===== src/rtl/plca_pkg.sv =====
// Shared definitions for the PLCA status controller: state encoding,
// default timing constants and a state-to-status helper.
package plca_pkg;

  // State encoding, also driven out on the state port.
  localparam logic [1:0] DISABLED   = 2'd0;
  localparam logic [1:0] INACTIVE   = 2'd1;
  localparam logic [1:0] ACTIVE     = 2'd2;
  localparam logic [1:0] HYSTERESIS = 2'd3;

  // Defaults for a 25 MHz clock.
  localparam int STATUS_CYCLES_DEF = 3253;  // 130090 ns, rounded up
  localparam int HYST_CYCLES_DEF   = 250;   // 10000 ns
  localparam int CNT_W_DEF         = 16;

  // plca_status is OK in ACTIVE and in HYSTERESIS.
  function automatic logic status_of(input logic [1:0] st);
    status_of = (st == ACTIVE) || (st == HYSTERESIS);
  endfunction

endpackage


===== src/rtl/plca_down_counter.sv =====
// Loadable down counter with synchronous clear and a zero flag.
// Decrement saturates at zero so the count never wraps.
module plca_down_counter #(
  parameter int CNT_W = 16
) (
  input  logic             clk,
  input  logic             reset_n,
  input  logic             clr,
  input  logic             load,
  input  logic [CNT_W-1:0] load_val,
  input  logic             dec,
  output logic             zero
);

  logic [CNT_W-1:0] count_r;

  // Count register: clear wins over load, load wins over decrement.
  always_ff @(posedge clk or negedge reset_n) begin
    if (!reset_n) begin
      count_r <= {CNT_W{1'b0}};
    end else if (clr) begin
      count_r <= {CNT_W{1'b0}};
    end else if (load) begin
      count_r <= load_val;
    end else if (dec && (count_r != {CNT_W{1'b0}})) begin
      count_r <= count_r - {{(CNT_W-1){1'b0}}, 1'b1};
    end else begin
      count_r <= count_r;
    end
  end

  assign zero = (count_r == {CNT_W{1'b0}});

endmodule


===== src/rtl/plca_status_ctrl.sv =====
// PLCA status controller: tracks BEACON activity and reports plca_status.
// Optional feature macro: PLCA_STATUS_HYST_EN adds the HYSTERESIS state,
// which holds plca_status OK for HYST_CYCLES after the status timer expires.
// Without it, ACTIVE expiry returns straight to INACTIVE.
module plca_status_ctrl
  import plca_pkg::*;
#(
  parameter int STATUS_CYCLES = STATUS_CYCLES_DEF,
  parameter int HYST_CYCLES   = HYST_CYCLES_DEF,
  parameter int CNT_W         = CNT_W_DEF
) (
  input  logic       clk,
  input  logic       reset_n,
  input  logic       plca_en,
  input  logic       plca_reset,
  input  logic       beacon_rx,
  input  logic       beacon_tx,
  output logic       plca_status,
  output logic       status_timer_done,
  output logic       status_timer_not_done,
  output logic [1:0] state,
  output logic       status_chg
);

  // Timing parameters must fit the counter and be non-zero.
  if ((STATUS_CYCLES < 32'sd1) || (64'(STATUS_CYCLES) >= (64'd1 << CNT_W))) begin : g_bad_status
    $error("plca_status_ctrl: STATUS_CYCLES out of range for CNT_W");
  end
  if ((HYST_CYCLES < 32'sd1) || (64'(HYST_CYCLES) >= (64'd1 << CNT_W))) begin : g_bad_hyst
    $error("plca_status_ctrl: HYST_CYCLES out of range for CNT_W");
  end

  localparam logic [CNT_W-1:0] STATUS_LOAD = CNT_W'(STATUS_CYCLES - 1);
`ifdef PLCA_STATUS_HYST_EN
  localparam logic [CNT_W-1:0] HYST_LOAD   = CNT_W'(HYST_CYCLES - 1);
`endif

  logic [1:0]       rst_sync_r;
  logic             run_s;
  logic [1:0]       state_r;
  logic [1:0]       state_nxt_s;
  logic             plca_status_r;
  logic             done_r;
  logic             not_done_r;
  logic             status_chg_r;
  logic             beacon_s;
  logic             abort_s;
  logic             done_nxt_s;
  logic             cnt_clr_s;
  logic             cnt_load_s;
  logic [CNT_W-1:0] cnt_load_val_s;
  logic             cnt_dec_s;
  logic             cnt_zero_s;

  // Two-flop reset release: logic stays idle until both flops are set.
  always_ff @(posedge clk or negedge reset_n) begin
    if (!reset_n) begin
      rst_sync_r <= 2'b00;
    end else begin
      rst_sync_r <= {rst_sync_r[0], 1'b1};
    end
  end

  assign run_s = rst_sync_r[1];

  // Shared timer for the status and hysteresis phases.
  plca_down_counter #(
    .CNT_W (CNT_W)
  ) u_timer (
    .clk      (clk),
    .reset_n  (reset_n),
    .clr      (cnt_clr_s),
    .load     (cnt_load_s),
    .load_val (cnt_load_val_s),
    .dec      (cnt_dec_s),
    .zero     (cnt_zero_s)
  );

  // Next-state and timer control; disable/soft reset beats beacon and expiry.
  always_comb begin
    beacon_s       = beacon_rx | beacon_tx;
    abort_s        = ~plca_en | plca_reset;
    state_nxt_s    = state_r;
    cnt_clr_s      = 1'b0;
    cnt_load_s     = 1'b0;
    cnt_load_val_s = STATUS_LOAD;
    cnt_dec_s      = 1'b0;
    done_nxt_s     = 1'b0;
    if (!run_s) begin
      state_nxt_s = DISABLED;
      cnt_clr_s   = 1'b1;
    end else begin
      case (state_r)
        DISABLED: begin
          cnt_clr_s = 1'b1;
          if (!abort_s) begin
            state_nxt_s = INACTIVE;
          end else begin
            state_nxt_s = DISABLED;
          end
        end
        INACTIVE: begin
          if (abort_s) begin
            state_nxt_s = DISABLED;
            cnt_clr_s   = 1'b1;
          end else if (beacon_s) begin
            state_nxt_s = ACTIVE;
            cnt_load_s  = 1'b1;
          end else begin
            state_nxt_s = INACTIVE;
          end
        end
        ACTIVE: begin
          if (abort_s) begin
            state_nxt_s = DISABLED;
            cnt_clr_s   = 1'b1;
          end else if (beacon_s) begin
            state_nxt_s = ACTIVE;
            cnt_load_s  = 1'b1;
          end else if (cnt_zero_s) begin
            done_nxt_s = 1'b1;
`ifdef PLCA_STATUS_HYST_EN
            state_nxt_s    = HYSTERESIS;
            cnt_load_s     = 1'b1;
            cnt_load_val_s = HYST_LOAD;
`else
            state_nxt_s = INACTIVE;
            cnt_clr_s   = 1'b1;
`endif
          end else begin
            state_nxt_s = ACTIVE;
            cnt_dec_s   = 1'b1;
          end
        end
`ifdef PLCA_STATUS_HYST_EN
        HYSTERESIS: begin
          if (abort_s) begin
            state_nxt_s = DISABLED;
            cnt_clr_s   = 1'b1;
          end else if (beacon_s) begin
            state_nxt_s = ACTIVE;
            cnt_load_s  = 1'b1;
          end else if (cnt_zero_s) begin
            state_nxt_s = INACTIVE;
            cnt_clr_s   = 1'b1;
          end else begin
            state_nxt_s = HYSTERESIS;
            cnt_dec_s   = 1'b1;
          end
        end
`endif
        default: begin
          state_nxt_s = DISABLED;
          cnt_clr_s   = 1'b1;
        end
      endcase
    end
  end

  // State and output registers; every output is a flop.
  always_ff @(posedge clk or negedge reset_n) begin
    if (!reset_n) begin
      state_r       <= DISABLED;
      plca_status_r <= 1'b0;
      done_r        <= 1'b0;
      not_done_r    <= 1'b0;
      status_chg_r  <= 1'b0;
    end else begin
      state_r       <= state_nxt_s;
      plca_status_r <= status_of(state_nxt_s);
      done_r        <= done_nxt_s;
      not_done_r    <= (state_nxt_s == ACTIVE);
      status_chg_r  <= (status_of(state_nxt_s) != plca_status_r);
    end
  end

  assign state                 = state_r;
  assign plca_status           = plca_status_r;
  assign status_timer_done     = done_r;
  assign status_timer_not_done = not_done_r;
  assign status_chg            = status_chg_r;

endmodule


===== config.mk =====
export PLATFORM = sky130hd
export DESIGN_NAME = plca_status_ctrl
export DESIGN_NICKNAME = d
export VERILOG_FILES = /design/src/rtl/plca_pkg.sv /design/src/rtl/plca_down_counter.sv /design/src/rtl/plca_status_ctrl.sv
export SDC_FILE = /design/constraint.sdc
export NUM_CORES = 1
export LEC_CHECK = 0
export CAP_MARGIN = 20
export CORE_MARGIN = 2
export CORE_UTILIZATION = 53
export CTS_BUF_LIST = sky130_fd_sc_hd__clkbuf_2
export DETAILED_ROUTE_END_ITERATION = 8
export HOLD_SLACK_MARGIN = 0.02
export PLACE_DENSITY_LB_ADDON = 0.2
export SYNTH_ARGS = -nofsm -noshare
export SYNTH_HDL_FRONTEND = slang
export SYNTH_SLANG_ARGS = --single-unit

===== constraint.sdc =====
create_clock -name clk -period 1.8 [get_ports clk]
set_input_delay 0.18 -clock clk [delete_from_list [all_inputs] [get_ports clk]]
set_output_delay 0.18 -clock clk [all_outputs]
set_load 0.05 [all_outputs]

==> impl_metrics.ini, run 1 <==
[logic_synthesis]
ys_warn_count = 0
ys_seq_area_share_pct = 44.24
synthDistinctLibCells = 44
post_synth.cell_area_avg_um2 = 10.06
syn_area_mm2 = 0.001358
syn_nets = 147
syn_inst = 135
synthArstFlopShare_pct = 100.0
synth-seq-cells = 24
synth-main-ff-cell = dfrtp_1
synth_edf_count = 0

[cells_and_area]
fillers = 111
multi_input_area_mm2 = 0.001017
final_cell_count_no_fill = 218
antenna_cells = 0
area_growth_pct = 54.65
regArea_um2 = 604.3
final_net_count = 201
drive_above_1_share_pct = 47.87

[route]
ant_nets = 0
vias = 1413
drt-vias-per-instance = 6.482
top_layer = met4
drc_errors = 0
wl_per_cell_um = 22.00
wirelength_met1_mm = 1.903
dr.pass1.iters = 4
drtIter0Drc = 86
wl_met3_um = 362
dr_wl_met2_mm = 2.322
drt_wl_total_mm = 4.797

[critical_path]
path_max_fanout = 5
ff2ff_setup_slack_ns = -0.19
worstSetupPathType = flop to flop
setup.worst_path.end_class = flop
worstPathCellList = inv_2, ha_4, nor3b_4, and3_4, nand2_4, or3_1, a21oi_2
max_stage_delay_ns = 0.47
worst_path_max_delay_cell = dfrtp_2
crit_path_start_kind = flop
reg2reg_depth = 7
r2r_start = state[0]$_DFF_PN0_
critPathArrivalTime_ns = 2.31
reg2reg_to = u_timer.count_r[3]$_DFFE_PN0P_
cp.required_ns = 2.12

[clock_tree]
cts.path.max_buffers = 2
clock_latency_ns = 0.36
cts-hold-fix-buffers = 0
clkTransAtPathRegs_ns = 0.25
cts_tree = yes
cts_buffers = 3
cts.sinks = 24
cts_root_buffer = clkbuf_2
htree_levels = 1

[hold_path]
hp-class = input pin to async pin

[die]
dieArea_mm2 = 0.002982
die_w_um = 54.61
row_count = 18
core_mm2 = 0.002455
boundaryPins = 12
die_h_um = 54.61
start_util_pct = 55.30

[global_route]
grt_overflow = 0
grt_pass1_vias = 1293
grt_pass1_wl_mm = 6.258
grt_util_all_layers_pct = 30.11
grt_max_degree = 25
antenna_found_initial = 0

[power_and_ir_drop]
power_density_mw_per_mm2 = 411.4
total_switching_power_w = 0.0002368
total_power_w = 0.0008637
internal_power_w = 0.0006269
swShare_pct = 27.41
p_seq_share_pct = 63.7
ir_drop_mv = 0.5744
p_leak_nw = 0.9456
p_clk_share_pct = 26.7
pwr-share-comb_pct = 9.6

[run_status]
violations = negative setup slack
status = finished with violations

[timing]
worst_slew_pin_slew_ns = 0.5107
fin_ws_ns = -0.1914
period_minus_slack_ns = 1.991
drv_slew = 0
post-route-period-util_pct = 110.6
hold_violations = 0
fmax_mhz = 502.2
rsz0062_at_grt = true
finalSetupViolCount = 18
skew_ns = 0.003767
slew_headroom_pct = 65.90

[place]
io_buffers = 11
dp_cells = 203
gp_congestion = 0.9267
place_hpwl_mm = 2.439

[run]
max_cap_violations = 0
==> cell type report <==
type	instances	share of cell area, %
Multi-Input combinational cell	107	48.45
Sequential cell	24	28.78
Timing Repair Buffer	49	19.37
Tap cell	30	1.788
Clock buffer	3	0.7151
Inverter	4	0.7151
Clock inverter	1	0.1788
==> synth_stat cells (2+ instances only) <==
library cell,count,area share [%]
nor4_1,8,3.7
xnor2_1,6,3.9
xor2_1,3,1.9
o21a_1,6,3.3
ha_1,6,5.5
or3_1,2,0.92
inv_1,4,1.1
nand3_1,3,1.1
nor2_1,20,5.5
nor4b_1,3,1.9
a21oi_1,7,2.6
dfrtp_1,24,44
nor3_1,2,0.74
a31oi_1,2,0.92
nor3b_1,2,1.1
nor2b_1,2,0.92
o21ai_0,2,0.74
nand4_1,5,2.3
nand2_1,3,0.83
==> timing repair <==
item | in CTS | in global routing
setup endpoints to repair | 20 | 24
pin swaps | 7 | 19
setup buffers | 5 | 4
gates resized for setup | 26 | 24
cloned | 2 | 0
==> stage by stage <==
stage	setup TNS [ns]	instance area [um2]	hold slack [ns]	utilization [%]	setup slack (ns)
final	-2.676	2100	0.1255	85.52	-0.1914
after global routing	-3.975	2100	0.1627	85.52	-0.2775
after CTS	-0.2162	1964	0.1518	80.02	-0.02754
after detailed placement	-1.427	1763	0.3490	71.81	-0.1621
after global placement	-0.6177	1763	0.3354	71.81	-0.09280
after floorplan	-0.6476	1414	-0.1156	-	-0.09839
==> state kept, by name (all words and copies together), names as in the netlist <==
name,cells
u_timer.count_r,16
rst_sync_r,2
plca_status,1
status_timer_done,1
state,2
status_timer_not_done,1
status_chg,1
==> placed cells by master, fill, tap and decap left out, types with 2 or more instances in the layout <==
master and instances:
nor4_2 2, ha_1 4, nor2b_1 2, a211oi_2 2, clkbuf_2 3, nor2_2 5
nand3_4 3, nor4_1 2, a21oi_1 5, or2b_4 2, buf_6 2, a21oi_2 2
nor3b_4 3, or3_1 2, inv_2 3, nor2_1 14, nand4_1 5, buf_4 36
nor3_1 2, nor4b_4 2, xnor2_1 6, clkdlybuf4s50_1 8, and3_4 2, dfrtp_2 3
xor2_1 3, o21a_1 6, dfrtp_1 21, nor4_4 5, dlymetal6s2s_1 2, a31oi_1 2
nand2_1 2, ha_4 2
==> power by group through the flow <==
stage,clock (W),combinational [W],sequential [W]
after global routing,0.000251,0.0000881,0.000551
after detailed placement,0,0.0000705,0.000557
after floorplan,0,0.0000248,0.000563
after global placement,0,0.0000677,0.000557
after CTS,0.000216,0.0000760,0.000549
final,0.000231,0.0000831,0.000550
==> how the worst max path moves through the flow <==
stage | from | to | slack (ns) | depth (start not counted)
CTS | u_timer.count_r[12]$_DFFE_PN0P_ | u_timer.count_r[6]$_DFFE_PN0P_ | -0.03 | 5
finish | state[0]$_DFF_PN0_ | u_timer.count_r[3]$_DFFE_PN0P_ | -0.19 | 7
global route | state[0]$_DFF_PN0_ | u_timer.count_r[3]$_DFFE_PN0P_ | -0.28 | 7
floorplan | state[0]$_DFF_PN0_ | u_timer.count_r[1]$_DFFE_PN0P_ | -0.1 | 8
detailed placement | beacon_tx | u_timer.count_r[15]$_DFFE_PN0P_ | -0.16 | 6
global placement | beacon_tx | u_timer.count_r[15]$_DFFE_PN0P_ | -0.09 | 6
==> kinds of logic (layout without fill, tap and decap cells) <==
logic type,after synthesis,in the layout,synth area share (%)
simple gates,62,64,27.47
compound gates,26,26,13.64
flops,24,24,44.24
xor+xnor,9,9,5.807
fa+ha+maj,6,6,5.530
buf+inv,6,57,2.303
other cells,1,1,0.2762
mux,1,1,0.7374
==> routing by layer <==
| layer | up-vias | global-route usage [%] |
|---|---|---|
| li1 | 607 | - |
| met1 | 700 | 37.46 |
| met2 | 79 | 49.60 |
| met3 | 27 | 5.191 |
| met4 | 0 | 15.42 |
| met5 | - | 0 |
==> worst max-delay path, delay by kind of cell (launching register included) <==
kind / cells / cell delay [ns]
compound gates: 1 / 0.13
fa+ha+maj: 1 / 0.15
buf+inv: 1 / 0.08
flops: 1 / 0.47
simple gates: 4 / 1.12
(Power assumes the default switching activity.)
==> inputs of run 2 (changes only) <==
--- a/config.mk
+++ b/config.mk
@@ -10,6 +10,7 @@
 export CORE_UTILIZATION = 53
 export CTS_BUF_LIST = sky130_fd_sc_hd__clkbuf_2
 export DETAILED_ROUTE_END_ITERATION = 8
+export GPL_TIMING_DRIVEN = 0
 export HOLD_SLACK_MARGIN = 0.02
 export PLACE_DENSITY_LB_ADDON = 0.2
 export SYNTH_ARGS = -nofsm -noshare
==> run 2 against run 1 <==
The flow still finishes with violations (negative setup slack). Sequential power barely moved. Design area is 0.36% lower. Combinational power grew 4.2%. Critical endpoint is now u_timer.count_r[15]$_DFFE_PN0P_. Largest power group unchanged. Register-to-register slack improved by 0.08 ns. Global-route usage shrank 4.0 points. Critical path depth rose by 1. Sequential cell count stayed put. Worst hold slack got worse by 0.0041 ns. Clock power decreased by 5%. First-iteration DRC count fell by 37%. Highest routed layer unchanged.
==> impl_metrics.ini, run 2 (synthesis results as in run 1) <==
[timing]
slew_headroom_pct = 59.54
period_minus_slack_ns = 1.909
fmax_mhz = 524.0
finalSetupViolCount = 12
worst_slew_pin_slew_ns = 0.6057
skew_ns = 0.01937
fin_ws_ns = -0.1085
hold_violations = 0
post-route-period-util_pct = 106.0
rsz0062_at_grt = true
drv_slew = 0

[cells_and_area]
layout_common_cells = 22 x buf_4, 18 x dfrtp_1, 16 x nor2_1
fillers = 120
regMostFlops = u_timer.count_r
area_growth_pct = 54.10
largest_reg_flops = 16
drive_above_1_share_pct = 48.04
regArea_um2 = 608.1
final_cell_count_no_fill = 209
multi_input_area_mm2 = 0.001035
antenna_cells = 0
final_net_count = 192
final_common_cell = buf_4

[route]
drt-vias-per-instance = 6.397
drt_wl_total_mm = 4.193
wl_per_cell_um = 20.06
drc_errors = 0
drtIter0Drc = 54
ant_nets = 0
vias = 1337
dr.pass1.iters = 4

[power_and_ir_drop]
swShare_pct = 26.16
p_seq_share_pct = 64.2
p_clk_share_pct = 25.6
total_power_w = 0.0008545
p_leak_nw = 0.9060
power_density_mw_per_mm2 = 408.5
total_switching_power_w = 0.0002235
ir_drop_mv = 0.4870
pwr-share-comb_pct = 10.1
internal_power_w = 0.0006310

[critical_path]
max_stage_delay_ns = 0.45
ff2ff_setup_slack_ns = -0.11
critPathArrivalTime_ns = 2.20
cp.required_ns = 2.09
worst_path_max_delay_cell = dfrtp_2
path_max_fanout = 8
worstSetupPathType = flop to flop
setup.worst_path.end_class = flop
crit_path_start_kind = flop
worstPathCellList = inv_2, ha_4, nor3b_4, nand3_4, buf_12, nor4b_2, xnor2_1, nor2_1

[global_route]
grt_pass1_wl_mm = 5.520
grt_overflow = 0
antenna_found_initial = 0
grt_util_all_layers_pct = 26.16
grt_max_degree = 25
grt_pass1_vias = 1178

[clock_tree]
cts.path.max_buffers = 2
clock_latency_ns = 0.36
cts.sinks = 24
clkTransAtPathRegs_ns = 0.24
htree_levels = 1
cts_buffers = 3
cts_tree = yes
cts-hold-fix-buffers = 0
cts_root_buffer = clkbuf_2

[die]
dieArea_mm2 = 0.002982
die_h_um = 54.61
start_util_pct = 55.30
boundaryPins = 12
row_count = 18
die_w_um = 54.61
core_mm2 = 0.002455

[place]
gp_congestion = 0.8239
place_hpwl_mm = 2.152
io_buffers = 11
dp_cells = 176

[run_status]
status = finished with violations
violations = negative setup slack

[hold_path]
hp-class = input pin to async pin

[run]
max_cap_violations = 0
==> run 2: cell count changes in the layout (fill, tap and decap cells not counted), moves of 3 or more <==
| cell | delta |
|---|---|
| buf_4 | -14 |
| buf_6 | +4 |
| dfrtp_1 | -3 |
| dfrtp_2 | +3 |
==> run 2: what timing repair did <==
item                                    in CTS  in global routing
gates resized for setup                     31                 30
cloned                                       0                  1
endpoints found under the setup margin      22                 22
pin swaps                                   12                 27
setup buffers                               17                 11
hold endpoints to repair                     0                  0
==> run 2: final cells by class <==
class                           count  area share, %
Multi-Input combinational cell    106          49.46
Sequential cell                    24          29.07
Timing Repair Buffer               40          17.52
Tap cell                           30          1.794
Clock buffer                        3         0.7177
Inverter                            4         0.7177
Buffer                              1         0.5383
Clock inverter                      1         0.1794
==> run 2: layer usage <==
layer  GRT usage [%]  part of all wire (%)  vias to the layer above
met3           3.005                   7.5                       17
met4           10.00                   2.6                        0
met1           33.91                    39                      653
li1                -                     -                      580
met5               0                     0                        -
met2           44.25                    51                       87
==> run 2: power by group through the flow <==
stage	Sequential (W)	Clock (W)	Combinational, W
after global placement	0.000557	0	0.0000610
after floorplan	0.000563	0	0.0000248
after global routing	0.000550	0.000240	0.0000922
after CTS	0.000549	0.000217	0.0000691
final	0.000549	0.000219	0.0000866
after detailed placement	0.000558	0	0.0000633
==> run 2: final timing paths <==
check / startpoint / end / cells after the start
min in group clk: rst_sync_r[0]$_DFF_PN0_ / rst_sync_r[1]$_DFF_PN0_ / 0
min reg2reg: rst_sync_r[0]$_DFF_PN0_ / rst_sync_r[1]$_DFF_PN0_ / 0
max in group asynchronous: reset_n / state[0]$_DFF_PN0_ / 2
max reg2reg: state[0]$_DFF_PN0_ / u_timer.count_r[15]$_DFFE_PN0P_ / 8
max: state[0]$_DFF_PN0_ / u_timer.count_r[15]$_DFFE_PN0P_ / 8
min: reset_n / u_timer.count_r[12]$_DFFE_PN0P_ / 1
==> run 2: critical path: cells and delay by family (launching register included) <==
kind / cells / cell delay, ns
flip-flops: 1 / 0.45
buffers and inverters: 2 / 0.27
adder cells (fa/ha/maj): 1 / 0.13
AND/OR/NAND/NOR: 4 / 0.83
XOR/XNOR: 1 / 0.16
==> run 2: through the flow <==
stage                     util [%]  cell area [um2]  hold slack [ns]  setup slack [ns]  setup TNS (ns)
after floorplan                  -             1414          -0.1156          -0.09839         -0.6476
after global placement       63.61             1562           0.3358           -0.2912          -3.323
after detailed placement     63.61             1562           0.3484           -0.3714          -4.123
after CTS                    75.28             1848           0.3844          -0.06446         -0.2984
after global routing         85.22             2092           0.1273           -0.1978          -2.088
final                        85.22             2092           0.1214           -0.1085         -0.6993
